<file path="config.mk">
export PLATFORM = sky130hd
export DESIGN_NAME = writeback_queue_flat
export DESIGN_NICKNAME = d
export VERILOG_FILES = /design/src/rtl/writeback_queue_if.sv /design/src/rtl/writeback_queue.sv /design/src/flat_wrapper.sv
export SDC_FILE = /design/constraint.sdc
export NUM_CORES = 1
export LEC_CHECK = 0
export ABC_AREA = 1
export CAP_MARGIN = 20
export CELL_PAD_IN_SITES_DETAIL_PLACEMENT = 1
export CELL_PAD_IN_SITES_GLOBAL_PLACEMENT = 1
export CORE_AREA = 2 2 164 166
export DETAILED_ROUTE_END_ITERATION = 6
export DIE_AREA = 0 0 166 168
export PLACE_DENSITY_LB_ADDON = 0.1
export SYNTH_ARGS = -nofsm -noshare
export SYNTH_HDL_FRONTEND = slang
export SYNTH_SLANG_ARGS = --single-unit
</file>
<file path="constraint.sdc">
create_clock -name clk -period 12.4 [get_ports clk]
set_clock_uncertainty 0.05 [all_clocks]
set_input_delay 1.86 -clock clk [delete_from_list [all_inputs] [get_ports clk]]
set_output_delay 1.86 -clock clk [all_outputs]
set_load 0.005 [all_outputs]
</file>
<file path="src/rtl/writeback_queue_if.sv">
// writeback_queue_if: groups the producer handshake, register-file write ports and hazard lookup of the writeback queue.
// Ports (via modports):
//   slave  (queue side): receives in_* and wb_hold/read_addr_*; drives in_ready, write_*, pending_*, count.
//   master (producer, register-file and decode side): the opposite directions.
interface writeback_queue_if #(
    parameter int DEPTH      = 4,
    parameter int DATA_WIDTH = 16,
    parameter int ADDR_WIDTH = 4
);
    logic                        in_valid;
    logic                        in_ready;
    logic [ADDR_WIDTH-1:0]       in_addr_1;
    logic [DATA_WIDTH-1:0]       in_data_1;
    logic                        in_byte_only;
    logic                        in_dual;
    logic [ADDR_WIDTH-1:0]       in_addr_2;
    logic [DATA_WIDTH-1:0]       in_data_2;
    logic                        wb_hold;
    logic                        write_enable_1;
    logic [ADDR_WIDTH-1:0]       write_addr_1;
    logic [DATA_WIDTH-1:0]       write_data_1;
    logic                        first_byte_only;
    logic                        write_enable_2;
    logic [ADDR_WIDTH-1:0]       write_addr_2;
    logic [DATA_WIDTH-1:0]       write_data_2;
    logic [ADDR_WIDTH-1:0]       read_addr_1;
    logic [ADDR_WIDTH-1:0]       read_addr_2;
    logic                        pending_1;
    logic                        pending_2;
    logic                        pending_15;
    logic [$clog2(DEPTH):0]      count;

    modport slave (
        input  in_valid, in_addr_1, in_data_1, in_byte_only, in_dual, in_addr_2, in_data_2,
        input  wb_hold, read_addr_1, read_addr_2,
        output in_ready, write_enable_1, write_addr_1, write_data_1, first_byte_only,
        output write_enable_2, write_addr_2, write_data_2, pending_1, pending_2, pending_15, count
    );

    modport master (
        output in_valid, in_addr_1, in_data_1, in_byte_only, in_dual, in_addr_2, in_data_2,
        output wb_hold, read_addr_1, read_addr_2,
        input  in_ready, write_enable_1, write_addr_1, write_data_1, first_byte_only,
        input  write_enable_2, write_addr_2, write_data_2, pending_1, pending_2, pending_15, count
    );
endinterface

</file>
<file path="src/rtl/writeback_queue.sv">
// writeback_queue: FIFO of register writes issued to a dual-port register file, one entry per cycle,
// splitting same-address dual writes into two cycles and reporting pending-write hazards.
// Ports: clk, rst (async, active-high); bus (writeback_queue_if.slave) carrying the push handshake,
//   registered write ports, wb_hold, hazard read addresses/flags and occupancy count.
module writeback_queue #(
    parameter int DEPTH      = 4,
    parameter int DATA_WIDTH = 16,
    parameter int ADDR_WIDTH = 4
) (
    input logic              clk,
    input logic              rst,
    writeback_queue_if.slave bus
);
    localparam int PW = $clog2(DEPTH);
    localparam int CW = PW + 1;

    typedef enum logic {ISSUE, SPLIT} state_t;
    typedef struct packed {
        logic [ADDR_WIDTH-1:0] a1;
        logic [DATA_WIDTH-1:0] d1;
        logic                  bo;
        logic                  dual;
        logic [ADDR_WIDTH-1:0] a2;
        logic [DATA_WIDTH-1:0] d2;
    } entry_t;

    state_t                state_q, state_d;
    entry_t                mem_q [DEPTH];
    entry_t                mem_d [DEPTH];
    logic [PW-1:0]         head_q, head_d, tail_q, tail_d;
    logic [CW-1:0]         count_q, count_d;
    logic                  we1_q, we1_d, we2_q, we2_d, fbo_q, fbo_d;
    logic [ADDR_WIDTH-1:0] wa1_q, wa1_d, wa2_q, wa2_d;
    logic [DATA_WIDTH-1:0] wd1_q, wd1_d, wd2_q, wd2_d;
    entry_t                head_e;
    logic                  push, pop, can_issue, same_addr, vld;
    logic                  p1, p2, p15;

    function automatic logic hits(input entry_t e, input logic [ADDR_WIDTH-1:0] a);
        return e.a1 == a || (e.dual && e.a2 == a);
    endfunction

    assign bus.in_ready        = count_q < CW'(DEPTH);
    assign bus.count           = count_q;
    assign bus.write_enable_1  = we1_q;
    assign bus.write_addr_1    = wa1_q;
    assign bus.write_data_1    = wd1_q;
    assign bus.first_byte_only = fbo_q;
    assign bus.write_enable_2  = we2_q;
    assign bus.write_addr_2    = wa2_q;
    assign bus.write_data_2    = wd2_q;
    assign bus.pending_1       = p1;
    assign bus.pending_2       = p2;
    assign bus.pending_15      = p15;

    always_comb begin
        head_e    = mem_q[head_q];
        push      = bus.in_valid && bus.in_ready;
        can_issue = count_q != '0 && !bus.wb_hold;
        // The register file drops port 2 on an address clash, so such entries take two cycles.
        same_addr = head_e.dual && head_e.a2 == head_e.a1;
        pop       = can_issue && (state_q == SPLIT || !same_addr);
        state_d   = !can_issue ? state_q : (state_q == ISSUE && same_addr) ? SPLIT : ISSUE;
        we1_d     = can_issue;
        wa1_d     = !can_issue ? '0 : state_q == SPLIT ? head_e.a2 : head_e.a1;
        wd1_d     = !can_issue ? '0 : state_q == SPLIT ? head_e.d2 : head_e.d1;
        fbo_d     = can_issue && state_q == ISSUE && head_e.bo;
        we2_d     = can_issue && state_q == ISSUE && head_e.dual && !same_addr;
        wa2_d     = we2_d ? head_e.a2 : '0;
        wd2_d     = we2_d ? head_e.d2 : '0;
        mem_d     = mem_q;
        if (push)
            mem_d[tail_q] = '{a1: bus.in_addr_1, d1: bus.in_data_1, bo: bus.in_byte_only,
                              dual: bus.in_dual, a2: bus.in_addr_2, d2: bus.in_data_2};
        tail_d    = tail_q + PW'(push);
        head_d    = head_q + PW'(pop);
        count_d   = count_q + CW'(push) - CW'(pop);
    end

    always_comb begin
        p1  = (we1_q && wa1_q == bus.read_addr_1) || (we2_q && wa2_q == bus.read_addr_1);
        p2  = (we1_q && wa1_q == bus.read_addr_2) || (we2_q && wa2_q == bus.read_addr_2);
        p15 = (we1_q && wa1_q == ADDR_WIDTH'(15)) || (we2_q && wa2_q == ADDR_WIDTH'(15));
        for (int i = 0; i < DEPTH; i++) begin
            // Slot i is live when its distance from head is below the occupancy.
            vld = {1'b0, PW'(i) - head_q} < count_q;
            p1  = p1 || (vld && hits(mem_q[i], bus.read_addr_1));
            p2  = p2 || (vld && hits(mem_q[i], bus.read_addr_2));
            p15 = p15 || (vld && hits(mem_q[i], ADDR_WIDTH'(15)));
        end
    end

    always_ff @(posedge clk or posedge rst) begin
        if (rst) begin
            state_q <= ISSUE;
            mem_q   <= '{default: '0};
            head_q  <= '0;
            tail_q  <= '0;
            count_q <= '0;
            we1_q   <= 1'b0;
            wa1_q   <= '0;
            wd1_q   <= '0;
            fbo_q   <= 1'b0;
            we2_q   <= 1'b0;
            wa2_q   <= '0;
            wd2_q   <= '0;
        end else begin
            state_q <= state_d;
            mem_q   <= mem_d;
            head_q  <= head_d;
            tail_q  <= tail_d;
            count_q <= count_d;
            we1_q   <= we1_d;
            wa1_q   <= wa1_d;
            wd1_q   <= wd1_d;
            fbo_q   <= fbo_d;
            we2_q   <= we2_d;
            wa2_q   <= wa2_d;
            wd2_q   <= wd2_d;
        end
    end
endmodule

</file>
<file path="src/flat_wrapper.sv">
// flat-port wrapper written by rule: the top's interface ports become plain ports
module writeback_queue_flat 
#(
    parameter int DEPTH      = 4,
    parameter int DATA_WIDTH = 16,
    parameter int ADDR_WIDTH = 4
)
  (clk, rst, bus_in_valid, bus_in_addr_1, bus_in_data_1, bus_in_byte_only, bus_in_dual, bus_in_addr_2, bus_in_data_2, bus_wb_hold, bus_read_addr_1, bus_read_addr_2, bus_in_ready, bus_write_enable_1, bus_write_addr_1, bus_write_data_1, bus_first_byte_only, bus_write_enable_2, bus_write_addr_2, bus_write_data_2, bus_pending_1, bus_pending_2, bus_pending_15, bus_count);
  writeback_queue_if #(.DEPTH(DEPTH), .DATA_WIDTH(DATA_WIDTH), .ADDR_WIDTH(ADDR_WIDTH)) bus_i ();
  input logic clk;
  input logic rst;
  input wire logic [$bits(bus_i.in_valid)-1:0] bus_in_valid;
  input wire logic [$bits(bus_i.in_addr_1)-1:0] bus_in_addr_1;
  input wire logic [$bits(bus_i.in_data_1)-1:0] bus_in_data_1;
  input wire logic [$bits(bus_i.in_byte_only)-1:0] bus_in_byte_only;
  input wire logic [$bits(bus_i.in_dual)-1:0] bus_in_dual;
  input wire logic [$bits(bus_i.in_addr_2)-1:0] bus_in_addr_2;
  input wire logic [$bits(bus_i.in_data_2)-1:0] bus_in_data_2;
  input wire logic [$bits(bus_i.wb_hold)-1:0] bus_wb_hold;
  input wire logic [$bits(bus_i.read_addr_1)-1:0] bus_read_addr_1;
  input wire logic [$bits(bus_i.read_addr_2)-1:0] bus_read_addr_2;
  output wire logic [$bits(bus_i.in_ready)-1:0] bus_in_ready;
  output wire logic [$bits(bus_i.write_enable_1)-1:0] bus_write_enable_1;
  output wire logic [$bits(bus_i.write_addr_1)-1:0] bus_write_addr_1;
  output wire logic [$bits(bus_i.write_data_1)-1:0] bus_write_data_1;
  output wire logic [$bits(bus_i.first_byte_only)-1:0] bus_first_byte_only;
  output wire logic [$bits(bus_i.write_enable_2)-1:0] bus_write_enable_2;
  output wire logic [$bits(bus_i.write_addr_2)-1:0] bus_write_addr_2;
  output wire logic [$bits(bus_i.write_data_2)-1:0] bus_write_data_2;
  output wire logic [$bits(bus_i.pending_1)-1:0] bus_pending_1;
  output wire logic [$bits(bus_i.pending_2)-1:0] bus_pending_2;
  output wire logic [$bits(bus_i.pending_15)-1:0] bus_pending_15;
  output wire logic [$bits(bus_i.count)-1:0] bus_count;
  assign bus_i.in_valid = bus_in_valid;
  assign bus_i.in_addr_1 = bus_in_addr_1;
  assign bus_i.in_data_1 = bus_in_data_1;
  assign bus_i.in_byte_only = bus_in_byte_only;
  assign bus_i.in_dual = bus_in_dual;
  assign bus_i.in_addr_2 = bus_in_addr_2;
  assign bus_i.in_data_2 = bus_in_data_2;
  assign bus_i.wb_hold = bus_wb_hold;
  assign bus_i.read_addr_1 = bus_read_addr_1;
  assign bus_i.read_addr_2 = bus_read_addr_2;
  assign bus_in_ready = bus_i.in_ready;
  assign bus_write_enable_1 = bus_i.write_enable_1;
  assign bus_write_addr_1 = bus_i.write_addr_1;
  assign bus_write_data_1 = bus_i.write_data_1;
  assign bus_first_byte_only = bus_i.first_byte_only;
  assign bus_write_enable_2 = bus_i.write_enable_2;
  assign bus_write_addr_2 = bus_i.write_addr_2;
  assign bus_write_data_2 = bus_i.write_data_2;
  assign bus_pending_1 = bus_i.pending_1;
  assign bus_pending_2 = bus_i.pending_2;
  assign bus_pending_15 = bus_i.pending_15;
  assign bus_count = bus_i.count;
  writeback_queue #(.DEPTH(DEPTH), .DATA_WIDTH(DATA_WIDTH), .ADDR_WIDTH(ADDR_WIDTH)) u_core (.clk(clk), .rst(rst), .bus(bus_i));
endmodule
</file>
### After elaboration in Yosys (flattened, before gate mapping)

Cells that the tools add are included.

| storage, ports and cells | value |
|---|---|
| word-level logic and storage cells | 169 |
| input port bits | 54 |
| output and inout port bits | 50 |
| register bits | 219 |

| cells by class | value |
|---|---|
| bitwise operators | 3 |
| reduce and logical (&&, ||, !) cells | 71 |
| $lt $le $gt $ge | 8 |
| equal/unequal tests | 31 |
| multiplexer cells | 13 |
| add/sub/neg operators | 8 |

Operators with widths:

| kind | count |
|---|---|
| $bwmux W168 | 1 |
| $mux W42 | 3 |
| $bmux W42 S2 | 1 |
| $demux W42 S2 | 1 |
| $eq A4 B4 Y1 | 21 |
| $mux W16 | 3 |
| $eq A4 B4 Y1 const B | 10 |
| $logic_and A1 B1 Y1 | 40 |
| $logic_or A1 B1 Y1 | 28 |
| $lt A2 B3 Y1 | 4 |
| $mux W4 | 3 |
| $ge A3 B3 Y1 const B | 2 |
| $not A2 Y3 | 2 |
| $add A2 B1 Y2 | 2 |
| $sub A1 B2 Y2 const A | 2 |
| $sub A2 B2 Y2 const A | 2 |
| $add A3 B1 Y3 | 1 |
| $lt A3 B1 Y1 const B | 1 |
| $lt A3 B3 Y1 const B | 1 |
| $reduce_bool A3 Y1 | 1 |
| $sub A3 B1 Y3 | 1 |
| $logic_not A1 Y1 | 2 |
| $mux W1 | 1 |
| $not A1 Y1 | 1 |

### Logic depth before layout (Yosys ltp)

| logic depth | value |
|---|---|
| word-level depth | 10 |
| mapped depth | 18 |
| mapped depth without buffers | 16 |

### Least setup slack after synthesis

OpenSTA, ideal clock, no wires.

| path | value |
|---|---|
| path kind | input to output |
| from | input port bus_read_addr_2[3] |
| to | output port bus_pending_2 |
| slack | 7.642 ns |
| data required time | 10.490 ns |
| stages | 9 |
| arrival | 2.848 ns |
| path through | buf_2 clkinv_1 o21ai_0 nor2_1 nand3_1 a21oi_1 a21o_1 nor2_1 nand2_1 |

| on the way | value |
|---|---|
| longest elaborated chain between the ends | 8 |

Ends and longest elaborated chain:

| element | RTL line | RTL |
|---|---|---|
| start, declared | flat_wrapper.sv:21 | `input wire logic [$bits(bus_i.read_addr_2)-1:0] bus_read_addr_2;` |
| $eq A4 B4 Y1 | writeback_queue.sv:40 | `return e.a1 == a \|\| (e.dual && e.a2 == a);` |
| $logic_and A1 B1 Y1 | writeback_queue.sv:40 |  |
| $logic_or A1 B1 Y1 | writeback_queue.sv:40 |  |
| $logic_and A1 B1 Y1 | writeback_queue.sv:88 | `p2 = p2 \|\| (vld && hits(mem_q[i], bus.read_addr_2));` |
| $logic_or A1 B1 Y1 (3 in series) | writeback_queue.sv:88 |  |
| $logic_or A1 B1 Y1 * | writeback_queue.sv:88 |  |
| end, declared | flat_wrapper.sv:31 | `output wire logic [$bits(bus_i.pending_2)-1:0] bus_pending_2;` |

Mark *: on every way between the ends. The rest lies on a longest branch, timed or not.

### Worst setup path after layout

| path | value |
|---|---|
| from | input port bus_read_addr_2[1] |
| to | output port bus_pending_2 |

The elaborated chain is that of the path after synthesis.

==> results.sh <==
export IMPL_outcome="complete, no violations"
export IMPL_swShare_pct=40.9
export IMPL_min_path_type="reg2reg"
export IMPL_placeableCoreArea_um2=26400
export IMPL_async_reset_ff_share_pct=100
export IMPL_power_share_sequential_pct=40.1
export IMPL_placement_rows=60
export IMPL_grt_pass1_vias=9426
export IMPL_netlist_area_leader_share_pct=53.0
export IMPL_cts_bufs_inserted=25
export IMPL_start_util_pct=39.2
export IMPL_synthesis_yosys_warnings=0
export IMPL_clock_fmax_ghz=0.162
export IMPL_p_leak_uw=0.00568
export IMPL_hold_viol=0
export IMPL_initial_antenna_violation_count=0
export IMPL_clk_path_buf_depth=3
export IMPL_number_of_cells_in_the_finished_layout_apart_from_fillers=1617
export IMPL_synth_edf_count=0
export IMPL_place_inst=1571
export IMPL_route_final_wire_length_um=33300
export IMPL_grt_start_max_net_pins=98
export IMPL_slew_violations=0
export IMPL_via_cell_ratio=5.43
export IMPL_arrival_ns=4.27
export IMPL_critical_path_endpoint_type="primary output"
export IMPL_min_period_over_period_pct=49.9
export IMPL_synthesis_instances=1197
export IMPL_switch_pwr_uw=1340
export IMPL_synthesis_area_um2=10300
export IMPL_fp_dieW_um=166
export IMPL_mappedNetlistNets=1258
export IMPL_dieHeight_um=168
export IMPL_post_cts_setup_buffer_count=0
export IMPL_rrSetupSlack_ns=7.68
export IMPL_worst_pin_slew_ns=1.07
export IMPL_detail_route_drc_violations=0
export IMPL_flow_area_growth_from_synthesis_pct=19.3
export IMPL_slew_limit_headroom_pct=28.3
export IMPL_worstSkewPairLatency_ns=0.52
export IMPL_worstPathCellList="clkdlybuf4s50_1, clkinv_1, nand2_1, o21ai_0, a21oi_1, nand3_1, nand2_1, a21o_1, nor2_1, nand2_1, clkdlybuf4s50_1"
export IMPL_place_port_buffers=103
export IMPL_critical_path_source_type="input pin"
export IMPL_ys_flop_type="dfrtp_1"
export IMPL_gp_congestion=0.870
export IMPL_htree_levels=1
export IMPL_critPathSlowestCell="clkdlybuf4s50_1"
export IMPL_critical_path_required_ns=10.49
export IMPL_finalWorstPathRequiredPeriod_ns=6.18
export IMPL_yosys_register_bits=219
export IMPL_timing_critical_path_fanout_max=9
export IMPL_antenna_violating_nets_post_route=0
export IMPL_clk_transition_reported_paths_ns=0.06
export IMPL_grt_util_all_layers_pct=24.4
export IMPL_fp_dieArea_um2=27900
export IMPL_tritoncts="yes"
export IMPL_antenna_diode_count=0
export IMPL_synth_top_cells_by_area="dfrtp_1 53%, nand2_1 12%, o21ai_0 9.1%"
export IMPL_placed_area_um2=11600
export IMPL_drt_pass1_iterations=5
export IMPL_synth_area_per_cell_um2=8.64
export IMPL_final_design_area_no_fill_um2=12300
export IMPL_global_route_wire_length_before_repair_um=53900
export IMPL_route_detailed_wl_per_inst_um=20.6
export IMPL_design_final_nets=1319
export IMPL_rsz0062_at_grt="no"
export IMPL_clock_power_share_pct=21.2
export IMPL_cp_common_cell="nand2_1"
export IMPL_drive_above_1_share_pct=4.78
export IMPL_cts_hold_buffers_added=0
export IMPL_synth_seq_area_share_pct=53.0
export IMPL_globalRouteOverflowTotal=0
export IMPL_vdd_ir_drop_max_v=0.000106
export IMPL_timing_critical_path_slowest_cell_delay_ns=0.77
export IMPL_p_comb_share_pct=38.6
export IMPL_root_buffer="clkbuf_16"
export IMPL_filler_cell_count=3081
export IMPL_worst_setup_path_type="in2out"
export IMPL_via_count=8774
export IMPL_drt_iter0_markers=612
export IMPL_timing_setup_tns_ns=0
export IMPL_synth_cell_type_count=40
export IMPL_max_cap_viol_count=0
export IMPL_ctsResizeCount=0
export IMPL_cts_sinks=219
export IMPL_floorplan_io_pins=104
export IMPL_intPower_uw=1940
export IMPL_detailedPlacementHpwl_um=21200
export IMPL_yosysTopAreaCell="dfrtp_1"
export IMPL_timing_final_setup_violations=0
export IMPL_power_density_nw_per_um2=266
## synthesized netlist by cell type, types with 2 or more instances
cell type  number
a21oi_1        24
a221oi_1       32
a22o_1         16
a22oi_1         2
buf_1           5
buf_2           9
buf_4           3
buf_6           3
clkbuf_1       59
clkinv_1        2
dfrtp_1       219
ha_1            6
inv_1          95
inv_2           2
nand2_1       321
nand3_1        31
nand4_1        17
nor2_1         50
nor2_2          4
nor3_1          2
o2111ai_1       7
o21ai_0       187
o22ai_1        25
o2bb2ai_1      16
or2_2           2
xnor2_1        39
xor2_1          6
## per-stage QoR
step	hold slack [ns]	total power (uW)	setup slack [ns]	util, %
2_1_floorplan	0.403	2050	4.50	-
3_3_place_gp	0.415	2560	6.31	43.8
3_5_place_dp	0.423	2590	6.23	43.8
4_1_cts	0.437	3310	6.22	46.8
5_1_grt	0.457	3540	6.05	46.8
6_report	0.431	3280	6.22	46.8
## final cells by class
cell class / count / area [um2] / share of cell area (%)
multi-input cells: 799 / 4160 / 33.7
inverters: 100 / 385 / 3.12
clock buffers: 43 / 753 / 6.11
flip-flops and latches: 219 / 5480 / 44.4
clock inverters: 2 / 13.8 / 0.112
repair buffers: 113 / 1110 / 9.03
well taps: 341 / 427 / 3.46
## flip-flops by register name (all words and copies together), names as in the netlist
name and cells:
u_core.bus.write_enable_1 1, u_core.bus.first_byte_only 1, u_core.bus.count 3, u_core.bus.write_addr_1 4
u_core.bus.write_addr_2 4, u_core.bus.write_enable_2 1, u_core.mem_q 168, u_core.bus.write_data_2 16
u_core.bus.write_data_1 16, u_core.head_q 2, u_core.tail_q 2, u_core.state_q 1
## layout by cell type, fill, tap and decap left out, types with 12 or more instances in the layout
cell type	Yosys	routed
nor2_1	50	50
clkdlybuf4s50_1	0	103
o2bb2ai_1	16	16
a22o_1	16	16
xnor2_1	39	39
clkbuf_16	0	25
clkbuf_1	59	12
dfrtp_1	219	219
inv_1	95	94
nand4_1	17	17
o21ai_0	187	187
o22ai_1	25	25
a221oi_1	32	32
a21oi_1	24	24
nand2_1	321	319
nand3_1	31	29
## worst max-delay path, delay by kind of cell
| kind | cells | cell delay (ns) |
|---|---|---|
| buffers and inverters | 3 | 1.66 |
| AND/OR/NAND/NOR | 5 | 0.38 |
| AO/OA/AOI/OAI | 3 | 0.37 |
## logic make-up (layout without fill, tap and decap cells)
| kind of cell | Yosys count | count (layout) | synth area share [%] |
|---|---|---|---|
| adder cells (fa/ha/maj) | 7 | 7 | 0.920 |
| AND/OR/NAND/NOR | 430 | 430 | 16.8 |
| XOR/XNOR | 45 | 45 | 3.81 |
| AO/OA/AOI/OAI | 317 | 317 | 18.5 |
| buffers and inverters | 179 | 258 | 6.96 |
| flip-flops | 219 | 219 | 53.0 |
## power by group through the flow
stage	combinational, uW	sequential (uW)	clock (uW)
6_report	1270	1320	696
5_1_grt	1440	1350	743
4_1_cts	1280	1310	714
3_5_place_dp	1270	1320	0
3_3_place_gp	1250	1310	0
2_1_floorplan	862	1190	0
## final timing paths
path,startpoint,end,depth (start not counted)
max,bus_read_addr_2[1],bus_pending_2,11
min,u_core.mem_q[116],u_core.mem_q[116],2
max reg2reg,u_core.head_q[1],u_core.bus.count[2],16
min reg2reg,u_core.mem_q[116],u_core.mem_q[116],2
max in group asynchronous,rst,u_core.mem_q[102],3
min in group asynchronous,rst,u_core.mem_q[9],2
## layer usage
metal  vias up  GRT usage (%)  wire length [um]
met5         -              0                 0
li1       4123              -                 -
met4         0           8.28              1030
met1      4387           31.8             14800
met3        61           3.43              1380
met2       203           41.8             16100
Power figures use the tool's default switching activity.
